--- src/rtl/lsu_pkg.sv ---
`default_nettype none
// ============================================================================
//  Module      : lsu_pkg
//  Description : Shared types, funct3 encodings and store-lane helpers for the
//                memory-access stage.
//  Contents    : lsu_state_t  - access FSM states
//                LB..SW       - funct3 access-size/sign codes
//                store_mask   - byte enables for a store
//                store_wdata  - lane-replicated store data
//                is_aligned   - natural-alignment check for an access
//  Revision    : 1.0 - initial release
// ============================================================================
package lsu_pkg;

    typedef enum logic [1:0] {
        IDLE = 2'd0,
        BUSY = 2'd1,
        DONE = 2'd2
    } lsu_state_t;

    localparam logic [2:0] LB  = 3'b000;
    localparam logic [2:0] LH  = 3'b001;
    localparam logic [2:0] LW  = 3'b010;
    localparam logic [2:0] LBU = 3'b100;
    localparam logic [2:0] LHU = 3'b101;
    localparam logic [2:0] SB  = 3'b000;
    localparam logic [2:0] SH  = 3'b001;
    localparam logic [2:0] SW  = 3'b010;

    // funct3[1:0] carries the access size; funct3[2] only selects sign.
    function automatic logic [3:0] store_mask(input logic [2:0] funct3,
                                              input logic [1:0] addr_lo);
        case (funct3[1:0])
            2'b00:   store_mask = 4'b0001 << addr_lo;
            2'b01:   store_mask = 4'b0011 << {addr_lo[1], 1'b0};
            default: store_mask = 4'b1111;
        endcase
    endfunction

    // Replicate the low byte/half into every lane so the mask alone selects it.
    function automatic logic [31:0] store_wdata(input logic [2:0]  funct3,
                                                input logic [31:0] data);
        case (funct3[1:0])
            2'b00:   store_wdata = {4{data[7:0]}};
            2'b01:   store_wdata = {2{data[15:0]}};
            default: store_wdata = data;
        endcase
    endfunction

    function automatic logic is_aligned(input logic [2:0] funct3,
                                        input logic [1:0] addr_lo);
        case (funct3[1:0])
            2'b00:   is_aligned = 1'b1;
            2'b01:   is_aligned = ~addr_lo[0];
            default: is_aligned = (addr_lo == 2'b00);
        endcase
    endfunction

endpackage
`default_nettype wire

--- src/rtl/dmem_if.sv ---
`default_nettype none
// ============================================================================
//  Module      : dmem_if
//  Description : Data-memory request/ready bus.
//  Signals     : req/we/addr/wdata/wmask - request side (stage -> memory)
//                ready/rdata             - completion side (memory -> stage)
//  Modports    : master - memory-access stage, slave - data memory
//  Revision    : 1.0 - initial release
// ============================================================================
interface dmem_if;
    logic        req;
    logic        we;
    logic [31:0] addr;
    logic [31:0] wdata;
    logic [3:0]  wmask;
    logic        ready;
    logic [31:0] rdata;

    modport master (output req, we, addr, wdata, wmask,
                    input  ready, rdata);
    modport slave  (input  req, we, addr, wdata, wmask,
                    output ready, rdata);
endinterface
`default_nettype wire

--- src/rtl/load_formatter.sv ---
`default_nettype none
// ============================================================================
//  Module      : load_formatter
//  Description : Combinational load-data alignment and sign/zero extension.
//  Ports       : rdata   in  32 - raw word from data memory
//                funct3  in   3 - access size/sign
//                addr_lo in   2 - byte lane of the access
//                data    out 32 - formatted load value
//  Revision    : 1.0 - initial release
// ============================================================================
module load_formatter
    import lsu_pkg::*;
(
    input  wire logic [31:0] rdata,
    input  wire logic [2:0]  funct3,
    input  wire logic [1:0]  addr_lo,
    output logic      [31:0] data
);

    logic [7:0]  w_byte;
    logic [15:0] w_half;

    always_comb begin
        w_byte = rdata[8*addr_lo +: 8];
        w_half = addr_lo[1] ? rdata[31:16] : rdata[15:0];
        case (funct3)
            LB:      data = {{24{w_byte[7]}}, w_byte};
            LH:      data = {{16{w_half[15]}}, w_half};
            LBU:     data = {24'h0, w_byte};
            LHU:     data = {16'h0, w_half};
            default: data = rdata;   // LW and the unused encodings
        endcase
    end

endmodule
`default_nettype wire

--- src/rtl/mem_access_stage.sv ---
`default_nettype none
// ============================================================================
//  Module      : mem_access_stage
//  Description : Pipeline MEM stage. Issues loads/stores on the data-memory
//                bus, stalls upstream while an access is outstanding, and
//                produces the formatted load word and gated register write.
//  Ports       : clk, rst (sync, active-low)
//                ex_valid, mem_read, mem_write, funct3, alu_res, store_data,
//                reg_write_in                 - from EX/MEM
//                dmem (dmem_if.master)        - data-memory bus
//                stall                        - hold upstream stages
//                wrap_load, reg_write_out     - to MEM/WB
//                misalign, bus_fault          - exception flags
//  Revision    : 1.0 - initial release
// ============================================================================
module mem_access_stage
    import lsu_pkg::*;
#(
    parameter int TIMEOUT_CYCLES = 255
) (
    input  wire logic        clk,
    input  wire logic        rst,
    input  wire logic        ex_valid,
    input  wire logic        mem_read,
    input  wire logic        mem_write,
    input  wire logic [2:0]  funct3,
    input  wire logic [31:0] alu_res,
    input  wire logic [31:0] store_data,
    input  wire logic        reg_write_in,
    dmem_if.master           dmem,
    output logic             stall,
    output logic      [31:0] wrap_load,
    output logic             reg_write_out,
    output logic             misalign,
    output logic             bus_fault
);

    localparam int CNT_W = $clog2(TIMEOUT_CYCLES + 1);

    lsu_state_t        r_state;
    lsu_state_t        w_state_next;
    logic [CNT_W-1:0]  r_cnt;
    logic              r_req;
    logic              r_we;
    logic [31:0]       r_addr;
    logic [31:0]       r_wdata;
    logic [3:0]        r_wmask;
    logic [2:0]        r_funct3;
    logic [1:0]        r_addr_lo;
    logic [31:0]       r_wrap_load;
    logic              r_fault;
    logic              w_stall;
    logic [31:0]       w_load_fmt;

    wire logic w_mem_op  = ex_valid & (mem_read | mem_write);
    wire logic w_aligned = is_aligned(funct3, alu_res[1:0]);
    wire logic w_accept  = (r_state == IDLE) & w_mem_op & w_aligned;
    // Counter value in the last BUSY cycle allowed before giving up.
    wire logic w_timeout = (r_cnt == CNT_W'(TIMEOUT_CYCLES - 1));

    // Inputs are only meaningful in IDLE; in BUSY/DONE the held instruction
    // was already found aligned.
    assign misalign      = (r_state == IDLE) & w_mem_op & ~w_aligned;
    assign bus_fault     = r_fault;
    assign reg_write_out = reg_write_in & ~misalign & ~bus_fault;
    assign stall         = rst & w_stall;
    assign wrap_load     = r_wrap_load;

    assign dmem.req   = r_req;
    assign dmem.we    = r_we;
    assign dmem.addr  = r_addr;
    assign dmem.wdata = r_wdata;
    assign dmem.wmask = r_wmask;

    load_formatter u_load_formatter (
        .rdata   (dmem.rdata),
        .funct3  (r_funct3),
        .addr_lo (r_addr_lo),
        .data    (w_load_fmt)
    );

    always_ff @(posedge clk) begin
        if (!rst) begin
            r_state <= IDLE;
        end else begin
            r_state <= w_state_next;
        end
    end

    always_comb begin
        w_state_next = r_state;
        w_stall      = 1'b0;
        case (r_state)
            IDLE: begin
                if (w_accept) begin
                    w_stall      = 1'b1;
                    w_state_next = BUSY;
                end
            end
            BUSY: begin
                w_stall = 1'b1;
                if (dmem.ready || w_timeout) begin
                    w_state_next = DONE;
                end
            end
            DONE:    w_state_next = IDLE;
            default: w_state_next = IDLE;
        endcase
    end

    always_ff @(posedge clk) begin
        if (!rst) begin
            r_cnt       <= '0;
            r_req       <= 1'b0;
            r_we        <= 1'b0;
            r_addr      <= '0;
            r_wdata     <= '0;
            r_wmask     <= '0;
            r_funct3    <= '0;
            r_addr_lo   <= '0;
            r_wrap_load <= '0;
            r_fault     <= 1'b0;
        end else begin
            // Fault is a one-cycle pulse covering DONE only.
            r_fault <= 1'b0;
            case (r_state)
                IDLE: begin
                    if (w_accept) begin
                        r_req     <= 1'b1;
                        r_we      <= mem_write;
                        r_addr    <= {alu_res[31:2], 2'b00};
                        r_wdata   <= store_wdata(funct3, store_data);
                        r_wmask   <= store_mask(funct3, alu_res[1:0]);
                        r_funct3  <= funct3;
                        r_addr_lo <= alu_res[1:0];
                        r_cnt     <= '0;
                    end
                end
                BUSY: begin
                    if (dmem.ready) begin
                        r_req <= 1'b0;
                        if (!r_we) begin
                            r_wrap_load <= w_load_fmt;
                        end
                    end else if (w_timeout) begin
                        r_req       <= 1'b0;
                        r_fault     <= 1'b1;
                        r_wrap_load <= '0;
                    end else begin
                        r_cnt <= r_cnt + CNT_W'(1);
                    end
                end
                DONE:    r_cnt <= '0;
                default: r_cnt <= '0;
            endcase
        end
    end

endmodule
`default_nettype wire

--- src/flat_wrapper.sv ---
// flat-port wrapper written by rule: the top's interface ports become plain ports
module mem_access_stage_flat import lsu_pkg::*;
#(
    parameter int TIMEOUT_CYCLES = 255
)
  (clk, rst, ex_valid, mem_read, mem_write, funct3, alu_res, store_data, reg_write_in, stall, wrap_load, reg_write_out, misalign, bus_fault, dmem_req, dmem_we, dmem_addr, dmem_wdata, dmem_wmask, dmem_ready, dmem_rdata);
  dmem_if dmem_i ();
  input  wire logic clk;
  input  wire logic rst;
  input  wire logic ex_valid;
  input  wire logic mem_read;
  input  wire logic mem_write;
  input  wire logic [2:0] funct3;
  input  wire logic [31:0] alu_res;
  input  wire logic [31:0] store_data;
  input  wire logic reg_write_in;
  output logic stall;
  output logic      [31:0] wrap_load;
  output logic reg_write_out;
  output logic misalign;
  output logic bus_fault;
  output wire logic [$bits(dmem_i.req)-1:0] dmem_req;
  output wire logic [$bits(dmem_i.we)-1:0] dmem_we;
  output wire logic [$bits(dmem_i.addr)-1:0] dmem_addr;
  output wire logic [$bits(dmem_i.wdata)-1:0] dmem_wdata;
  output wire logic [$bits(dmem_i.wmask)-1:0] dmem_wmask;
  input wire logic [$bits(dmem_i.ready)-1:0] dmem_ready;
  input wire logic [$bits(dmem_i.rdata)-1:0] dmem_rdata;
  assign dmem_req = dmem_i.req;
  assign dmem_we = dmem_i.we;
  assign dmem_addr = dmem_i.addr;
  assign dmem_wdata = dmem_i.wdata;
  assign dmem_wmask = dmem_i.wmask;
  assign dmem_i.ready = dmem_ready;
  assign dmem_i.rdata = dmem_rdata;
  mem_access_stage #(.TIMEOUT_CYCLES(TIMEOUT_CYCLES)) u_core (.clk(clk), .rst(rst), .ex_valid(ex_valid), .mem_read(mem_read), .mem_write(mem_write), .funct3(funct3), .alu_res(alu_res), .store_data(store_data), .reg_write_in(reg_write_in), .dmem(dmem_i), .stall(stall), .wrap_load(wrap_load), .reg_write_out(reg_write_out), .misalign(misalign), .bus_fault(bus_fault));
endmodule
--- config.mk ---
export PLATFORM = sky130hd
export DESIGN_NAME = mem_access_stage_flat
export DESIGN_NICKNAME = d
export VERILOG_FILES = /design/src/rtl/lsu_pkg.sv /design/src/rtl/dmem_if.sv /design/src/rtl/load_formatter.sv /design/src/rtl/mem_access_stage.sv /design/src/flat_wrapper.sv
export SDC_FILE = /design/constraint.sdc
export NUM_CORES = 1
export LEC_CHECK = 0
export CAP_MARGIN = 20
export CORE_ASPECT_RATIO = 1.1
export CORE_MARGIN = 2
export CORE_UTILIZATION = 35
export CTS_CLUSTER_SIZE = 40
export DETAILED_ROUTE_END_ITERATION = 7
export HOLD_SLACK_MARGIN = 0.06
export PLACE_DENSITY = 0.66
export SETUP_SLACK_MARGIN = 0.5
export SYNTH_ARGS = -nofsm -noshare
export SYNTH_HDL_FRONTEND = slang
export SYNTH_SLANG_ARGS = --single-unit
--- constraint.sdc ---
create_clock -name clk -period 6.3 [get_ports clk]
set_input_delay 1.89 -clock clk [delete_from_list [all_inputs] [get_ports clk]]
set_output_delay 1.89 -clock clk [all_outputs]
set_load 0.005 [all_outputs]
**Yosys cells after proc, flatten, opt, wreduce, memory -nomap -nowiden**

Cells that the tools add are included.

- Input bits: 106
- Word-level logic and storage cells: 76
- Bits in latches: 0
- Memories kept: 0
- Register bits after elaboration: 116
- Bits in writable memories: 0
- Bits in read-only memories: 0
- Output and inout bits: 106

- Add/subtract/negate cells: 1
- Magnitude comparators: 0
- Bitwise logic cells: 14
- Div/mod/pow operators: 0
- Equality and inequality tests: 12
- Reduce and logical (&&, ||, !) cells: 13
- Shift-type cells: 3
- Multiplexer cells: 22
- $mul: 0

Operator list:

| kind | count |
|---|---|
| one-hot mux 32 bit (4 select lines) | 1 |
| 2-to-1 mux 32 bit | 3 |
| one-hot mux 32 bit (2 select lines) | 1 |
| variable part select 32 x 6 -> 8 bit | 1 |
| 2-to-1 mux 8 bit | 3 |
| 2-to-1 mux 16 bit | 1 |
| one-hot mux 8 bit (2 select lines) | 1 |
| AND reduction 3 bit | 3 |
| adder 8 x 1 -> 8 bit, second input constant | 1 |
| equality test 8 bit, second input constant | 1 |
| one-hot mux 4 bit (2 select lines) | 1 |
| bitwise AND 1 bit | 7 |
| equality test 3 bit, second input constant | 2 |
| logical NOT 2 bit | 3 |
| != test 2 bit, second input constant | 3 |
| NOT 1 bit | 6 |
| one-hot mux 1 bit (2 select lines) | 3 |
| 2-to-1 mux 1 bit | 5 |
| equality test 2 x 1 -> 1 bit, second input constant | 2 |
| 2-to-1 mux 2 bit | 2 |
| != test 2 x 1 -> 1 bit, second input constant | 2 |
| one-hot mux 2 bit (2 select lines) | 1 |
| AND reduction 2 bit | 2 |
| nonzero test 2 bit | 2 |
| 8 further kinds | 8 |

**Depth between registers and ports, before layout**

- Depth after elaboration: 7
- Depth in mapped cells: 8

**Hierarchy**

A second synthesis with hierarchy kept.

- Cells, all modules: 622
- Area total of the unflattened synthesis: 5,447.7 sq um

Modules (own cells, without submodules):

| module | times used | cells each | area each (sq um) |
|---|---|---|---|
| mem_access_stage | 1 | 504 | 4,687.0 |
| load_formatter | 1 | 118 | 760.7 |

**Worst setup path before layout**

No wires, ideal clock.

- Path type: input-to-output
- From: input mem_write
- To: output stall
- Stages on the path: 6
- Arrival time: 2.898 ns
- Setup slack: 1.512 ns
- Cell sequence: or2_1 -> and4_1 -> buf_2 -> buf_2 -> buf_2 -> o21a_1

- Longest elaborated chain between the ends: 7

RTL lines:

| element | line | source |
|---|---|---|
| start: declaration | flat_wrapper.sv:12 | `input wire logic mem_write;` |
| OR 1 bit | mem_access_stage.sv:55 | `wire logic w_mem_op = ex_valid & (mem_read \| mem_write);` |
| bitwise AND 1 bit | mem_access_stage.sv:55 |  |
| bitwise AND 1 bit (2 in series) | mem_access_stage.sv:57 | `wire logic w_accept = (r_state == IDLE) & w_mem_op & w_aligned;` |
| 2-to-1 mux 1 bit | mem_access_stage.sv:95 | `if (w_accept) begin` |
| one-hot mux 1 bit (2 select lines) | mem_access_stage.sv:93 | `case (r_state)` |
| bitwise AND 1 bit | mem_access_stage.sv:66 | `assign stall = rst & w_stall;` |
| end: declaration | flat_wrapper.sv:17 | `output logic stall;` |

No other way between the ends.

**Worst setup path in the final report**

- From: input alu_res[1]
- To: output stall

- Longest elaborated chain between the ends: 6

RTL lines:

| element | line | source |
|---|---|---|
| start: declaration | flat_wrapper.sv:14 | `input wire logic [31:0] alu_res;` |
| logical NOT 2 bit | lsu_pkg.sv:55 | `default: is_aligned = (addr_lo == 2'b00);` |
| one-hot mux 1 bit (2 select lines) | lsu_pkg.sv:52 | `case (funct3[1:0])` |
| bitwise AND 1 bit | mem_access_stage.sv:57 |  |
| 2-to-1 mux 1 bit | mem_access_stage.sv:95 |  |
| one-hot mux 1 bit (2 select lines) | mem_access_stage.sv:93 |  |
| bitwise AND 1 bit | mem_access_stage.sv:66 |  |

No other way between the ends.

==> impl_results.html <==
<table>
<tr><th>Metric</th><th>Value</th></tr>
<tr><th colspan="2">Status</th></tr>
<tr><td>Run status</td><td>complete, no violations</td></tr>
<tr><th colspan="2">Pwr</th></tr>
<tr><td>Power density over the cells</td><td>about 240 mW/mm²</td></tr>
<tr><td>Share of power burned in registers</td><td>39.7%</td></tr>
<tr><td>Cell-internal power</td><td>1.52 mW</td></tr>
<tr><td>Portion of total power attributed to the clock network</td><td>45.2%</td></tr>
<tr><td>Switching share of power</td><td>between 20% and 30%</td></tr>
<tr><td>Max VDD drop</td><td>about 0.00015 V</td></tr>
<tr><td>Static leakage</td><td>about 3.1 nW</td></tr>
<tr><td>Comb pwr share</td><td>about 15%</td></tr>
<tr><td>Net Sw Power</td><td>roughly 0.46 mW</td></tr>
<tr><th colspan="2">Timing</th></tr>
<tr><td>Relative max-transition margin</td><td>a little over a third</td></tr>
<tr><td>Post-route setup TNS</td><td>0 ns</td></tr>
<tr><td>Total count of max-transition violations in the final report</td><td>0</td></tr>
<tr><td>Period minus WS final</td><td>around 5.4 ns</td></tr>
<tr><td>Post-route fraction of the period consumed by the critical path</td><td>86.4%</td></tr>
<tr><td>Final worst clock skew</td><td>approximately 0.0066 ns</td></tr>
<tr><td>Number of setup violations in the final report</td><td>0</td></tr>
<tr><td>Setup repair after global routing missed its margin</td><td>no</td></tr>
<tr><td>Measured slew at the worst slew-check pin</td><td>0.952 ns</td></tr>
<tr><td>Final hold vios</td><td>0</td></tr>
<tr><td>F_max</td><td>roughly 180 MHz</td></tr>
<tr><th colspan="2">GRT</th></tr>
<tr><td>Antenna violations before repair</td><td>0</td></tr>
<tr><td>Largest net degree at the start of global routing</td><td>104</td></tr>
<tr><td>Total global routing track utilization</td><td>19.9%</td></tr>
<tr><td>Gr ovfl total</td><td>0</td></tr>
<tr><td>Vias in the first global route</td><td>~5200</td></tr>
<tr><td>Wire length of the first global-routing pass</td><td>~26000 µm</td></tr>
<tr><th colspan="2">Placed design</th></tr>
<tr><td># port buffers</td><td>209</td></tr>
<tr><td>Cell area reported after detailed placement</td><td>0.00764 mm²</td></tr>
<tr><td>Final GP Congestion</td><td>around 0.84</td></tr>
<tr><td>Placed wire-length estimate</td><td>approximately 12000 µm</td></tr>
<tr><th colspan="2">Setup path</th></tr>
<tr><td>Endpoint type of the worst setup path</td><td>output port</td></tr>
<tr><td>Cell with the largest stage delay on the worst path</td><td>sky130_fd_sc_hd__clkdlybuf4s50_1</td></tr>
<tr><td>Worst setup SP type</td><td>input port</td></tr>
<tr><td>Arrival time worst endpoint</td><td>3.55 ns</td></tr>
<tr><td>Worst Reg2Reg Path Length in Cells</td><td>6</td></tr>
<tr><td>Reg-to-reg critical path endpoint</td><td>u_core.r_cnt[4]</td></tr>
<tr><td>Required arrival time at the worst endpoint</td><td>4.41 ns</td></tr>
<tr><td>Crit path max fanout</td><td>5</td></tr>
<tr><td>Largest delay share family, worst path</td><td>buffers and inverters</td></tr>
<tr><td>Cell seen most often among critical-path stages</td><td>sky130_fd_sc_hd__clkdlybuf4s50_1</td></tr>
<tr><td>Critical path type</td><td>in -&gt; out</td></tr>
<tr><td>Worst-path cell chain</td><td>clkdlybuf4s50_1, o21ai_1, and4_4, o21a_1, clkdlybuf4s50_1</td></tr>
<tr><td>Buf/Inv on CP</td><td>2</td></tr>
<tr><td>Launch instance of the worst register-to-register path</td><td>u_core.r_state[0]</td></tr>
<tr><td>R2R setup slack</td><td>3.82 ns</td></tr>
<tr><td>Count of cell instances traversed by the critical path</td><td>5</td></tr>
<tr><td>Delay of the slowest cell on the worst path</td><td>0.50 ns</td></tr>
<tr><th colspan="2">Floorplanning</th></tr>
<tr><td>Initial Utilization</td><td>36.0%</td></tr>
<tr><td>Placeable Area</td><td>roughly 0.015 mm²</td></tr>
<tr><td>Total Die Area</td><td>between 0.015 and 0.02 mm²</td></tr>
<tr><td>Height of the die</td><td>~130 µm</td></tr>
<tr><td>Die outline width</td><td>approximately 120 µm</td></tr>
<tr><td>I/O pin count</td><td>about 210</td></tr>
<tr><td>Rows</td><td>47</td></tr>
<tr><th colspan="2">Yosys</th></tr>
<tr><td>Unique cell type count in the Yosys netlist</td><td>54</td></tr>
<tr><td>Avg Inst Size Synth</td><td>~8.6 µm²</td></tr>
<tr><td>Cell count after synthesis</td><td>between 600 and 700</td></tr>
<tr><td>EDFF count, synth</td><td>0</td></tr>
<tr><td>Number of register bits inferred by synthesis</td><td>between 100 and 150</td></tr>
<tr><td>Share of the yosys chip area belonging to registers</td><td>between 40 and 50%</td></tr>
<tr><td>Warning count from the yosys run</td><td>0</td></tr>
<tr><td>Total standard cell area after synthesis</td><td>roughly 0.0055 mm²</td></tr>
<tr><td>Ys flop type</td><td>sky130_fd_sc_hd__dfxtp_1</td></tr>
<tr><td>Share of flip-flops with an asynchronous set or reset after synthesis</td><td>0%</td></tr>
<tr><th colspan="2">CTS</th></tr>
<tr><td>Clock latency reported for the late side of the worst-skew pair</td><td>just over 0.4 ns</td></tr>
<tr><td>Num Clock Sinks</td><td>116</td></tr>
<tr><td>CTS Buf Count</td><td>17</td></tr>
<tr><td>CTS tree</td><td>yes</td></tr>
<tr><td>Reg clk slew, reported paths</td><td>around 0.050 ns</td></tr>
<tr><td>Post_cts resized</td><td>0</td></tr>
<tr><td>H-tree depth</td><td>4</td></tr>
<tr><td>Number of hold-repair buffers added at the cts stage</td><td>0</td></tr>
<tr><td>Number of setup buffers added after CTS</td><td>0</td></tr>
<tr><td>Longest Clk Path Bufs</td><td>2</td></tr>
<tr><td>Buffer cell driving the clock tree root</td><td>sky130_fd_sc_hd__clkbuf_16</td></tr>
<tr><th colspan="2">Route</th></tr>
<tr><td>Number of optimization iterations in the first detailed-route pass</td><td>5</td></tr>
<tr><td>Antenna-violating nets left</td><td>0</td></tr>
<tr><td>Number of design-rule violations left by the first detailed-router iteration</td><td>330</td></tr>
<tr><td>DR WL/cell</td><td>16.2 µm</td></tr>
<tr><td>DRC violation count after routing</td><td>0</td></tr>
<tr><td>Via count normalized by instance count</td><td>around 5</td></tr>
<tr><td>Total via count after detailed routing</td><td>~5200</td></tr>
<tr><td>Final Routed Wirelength</td><td>16700 µm</td></tr>
<tr><th colspan="2">Final layout</th></tr>
<tr><td>Number of nets in the finished design</td><td>928</td></tr>
<tr><td>Synth-to-Final Area Change</td><td>50.1%</td></tr>
<tr><td>Area used by multi-input combinational logic</td><td>around 0.0029 mm²</td></tr>
<tr><td>Number of diodes</td><td>0</td></tr>
<tr><td>FF/Latch Area</td><td>0.00232 mm²</td></tr>
<tr><td>Fill cell total of the finished layout</td><td>about 1400</td></tr>
<tr><td>Post-route cell area</td><td>~0.0082 mm²</td></tr>
<tr><td>Fraction of layout instances using a drive strength above 1</td><td>roughly 6.3%</td></tr>
<tr><th colspan="2">Worst hold path</th></tr>
<tr><td>Hold Path Class</td><td>reg -&gt; reg</td></tr>
<tr><td>Worst Hold End</td><td>u_core.dmem.wdata[30]</td></tr>
<tr><td>Worst hold path cell count</td><td>2</td></tr>
<tr><td>Critical hold path startpoint</td><td>u_core.dmem.wdata[30]</td></tr>
<tr><th colspan="2">Job</th></tr>
<tr><td>Maximum Capacitance Violations</td><td>0</td></tr>
</table>
==> per-stage QoR <==
step	power, mW	util (%)	cells	hold WS (ns)	setup slack (ns)
after floorplan	0.935	-	638	0.447	1.51
after global placement	1.10	50.2	996	0.441	0.925
after detailed placement	1.10	50.4	997	0.448	0.876
after CTS	2.00	54.0	1026	0.455	0.872
after global routing	2.07	54.0	1026	0.468	0.763
final	1.98	54.0	1026	0.452	0.858
==> worst register-to-register path: cells and delay by family, from the launching register on <==
kind | cells | cell delay [ns]
simple gates | 4 | 1.11
buf+inv | 1 | 0.67
compound gates | 1 | 0.28
flops | 1 | 0.37
==> cell type report <==
class	instances	share of cell area [%]
Clock inverter	5	0.611
Multi-Input combinational cell	465	35.4
Tap cell	196	2.99
Timing Repair Buffer	216	26.4
Inverter	4	0.183
Sequential cell	116	28.3
Clock buffer	24	6.12
==> logic make-up after synthesis <==
family | after synthesis | synth area share [%]
AO/OA/AOI/OAI | 160 | 22.5
XOR/XNOR | 3 | 0.482
adder cells (fa/ha/maj) | 2 | 0.459
buffers and inverters | 57 | 4.45
flip-flops | 116 | 42.6
multiplexers | 36 | 7.04
other | 1 | 0.0687
AND/OR/NAND/NOR | 262 | 22.4
==> power groups by stage <==
stage               Clock (mW)  Sequential, mW  Combinational, mW
floorplan                    0           0.800              0.135
global placement             0           0.800              0.296
detailed placement           0           0.801              0.301
CTS                      0.914           0.787              0.303
global route             0.949           0.789              0.328
finish                   0.898           0.787              0.300
==> worst max-delay path by stage <==
stage / slack (ns) / start / end
global route: 0.76 / alu_res[0] / reg_write_out
finish: 0.86 / alu_res[1] / stall
global placement: 0.93 / alu_res[1] / stall
floorplan: 1.51 / mem_write / stall
detailed placement: 0.88 / alu_res[1] / stall
CTS: 0.87 / alu_res[1] / stall
==> placed cells by master, fill, tap and decap left out, types with 8 or more instances in the layout <==
cell type / count
sky130_fd_sc_hd__mux2_2: 9
sky130_fd_sc_hd__o211a_1: 19
sky130_fd_sc_hd__a21oi_1: 13
sky130_fd_sc_hd__clkbuf_16: 17
sky130_fd_sc_hd__mux2i_1: 26
sky130_fd_sc_hd__a32oi_1: 16
sky130_fd_sc_hd__o21ai_0: 21
sky130_fd_sc_hd__clkdlybuf4s50_1: 208
sky130_fd_sc_hd__nor2_1: 10
sky130_fd_sc_hd__nor2b_1: 23
sky130_fd_sc_hd__a32o_1: 8
sky130_fd_sc_hd__nand3_1: 12
sky130_fd_sc_hd__a21boi_1: 53
sky130_fd_sc_hd__dfxtp_1: 116
sky130_fd_sc_hd__nand2_1: 157
sky130_fd_sc_hd__nand2b_1: 32
==> synthesized netlist by cell type, drive strengths merged (5+ instances only) <==
cell type | count | area (µm²)
nand2b | 32 | 200
nor2b | 23 | 144
a21boi | 57 | 428
o21ai | 23 | 119
mux2i | 26 | 260
o22ai | 5 | 37.5
mux2 | 9 | 101
nor2 | 10 | 37.5
nand2 | 157 | 589
nand3 | 12 | 60.1
a32o | 8 | 80.1
nor3 | 6 | 30.0
dfxtp | 116 | 2320
o211a | 19 | 190
buf | 19 | 98.8
a21oi | 14 | 73.8
a32oi | 16 | 140
clkbuf | 34 | 129
==> sequential cells by signal, indices dropped and copies added (netlist names) <==
name,flops
u_core.dmem.wdata,32
u_core.wrap_load,32
u_core.dmem.addr,30
u_core.r_cnt,8
u_core.dmem.wmask,4
u_core.r_funct3,3
u_core.r_addr_lo,2
u_core.r_state,2
u_core.bus_fault,1
u_core.dmem.req,1
u_core.dmem.we,1
==> routing by layer <==
metal	share of wire, %	GRT usage (%)
met1	41	22.6
met2	49	34.1
met3	9.4	7.69
met4	1.1	6.76
met5	0	0
Note: power is estimated with default switching activity, not from simulation.
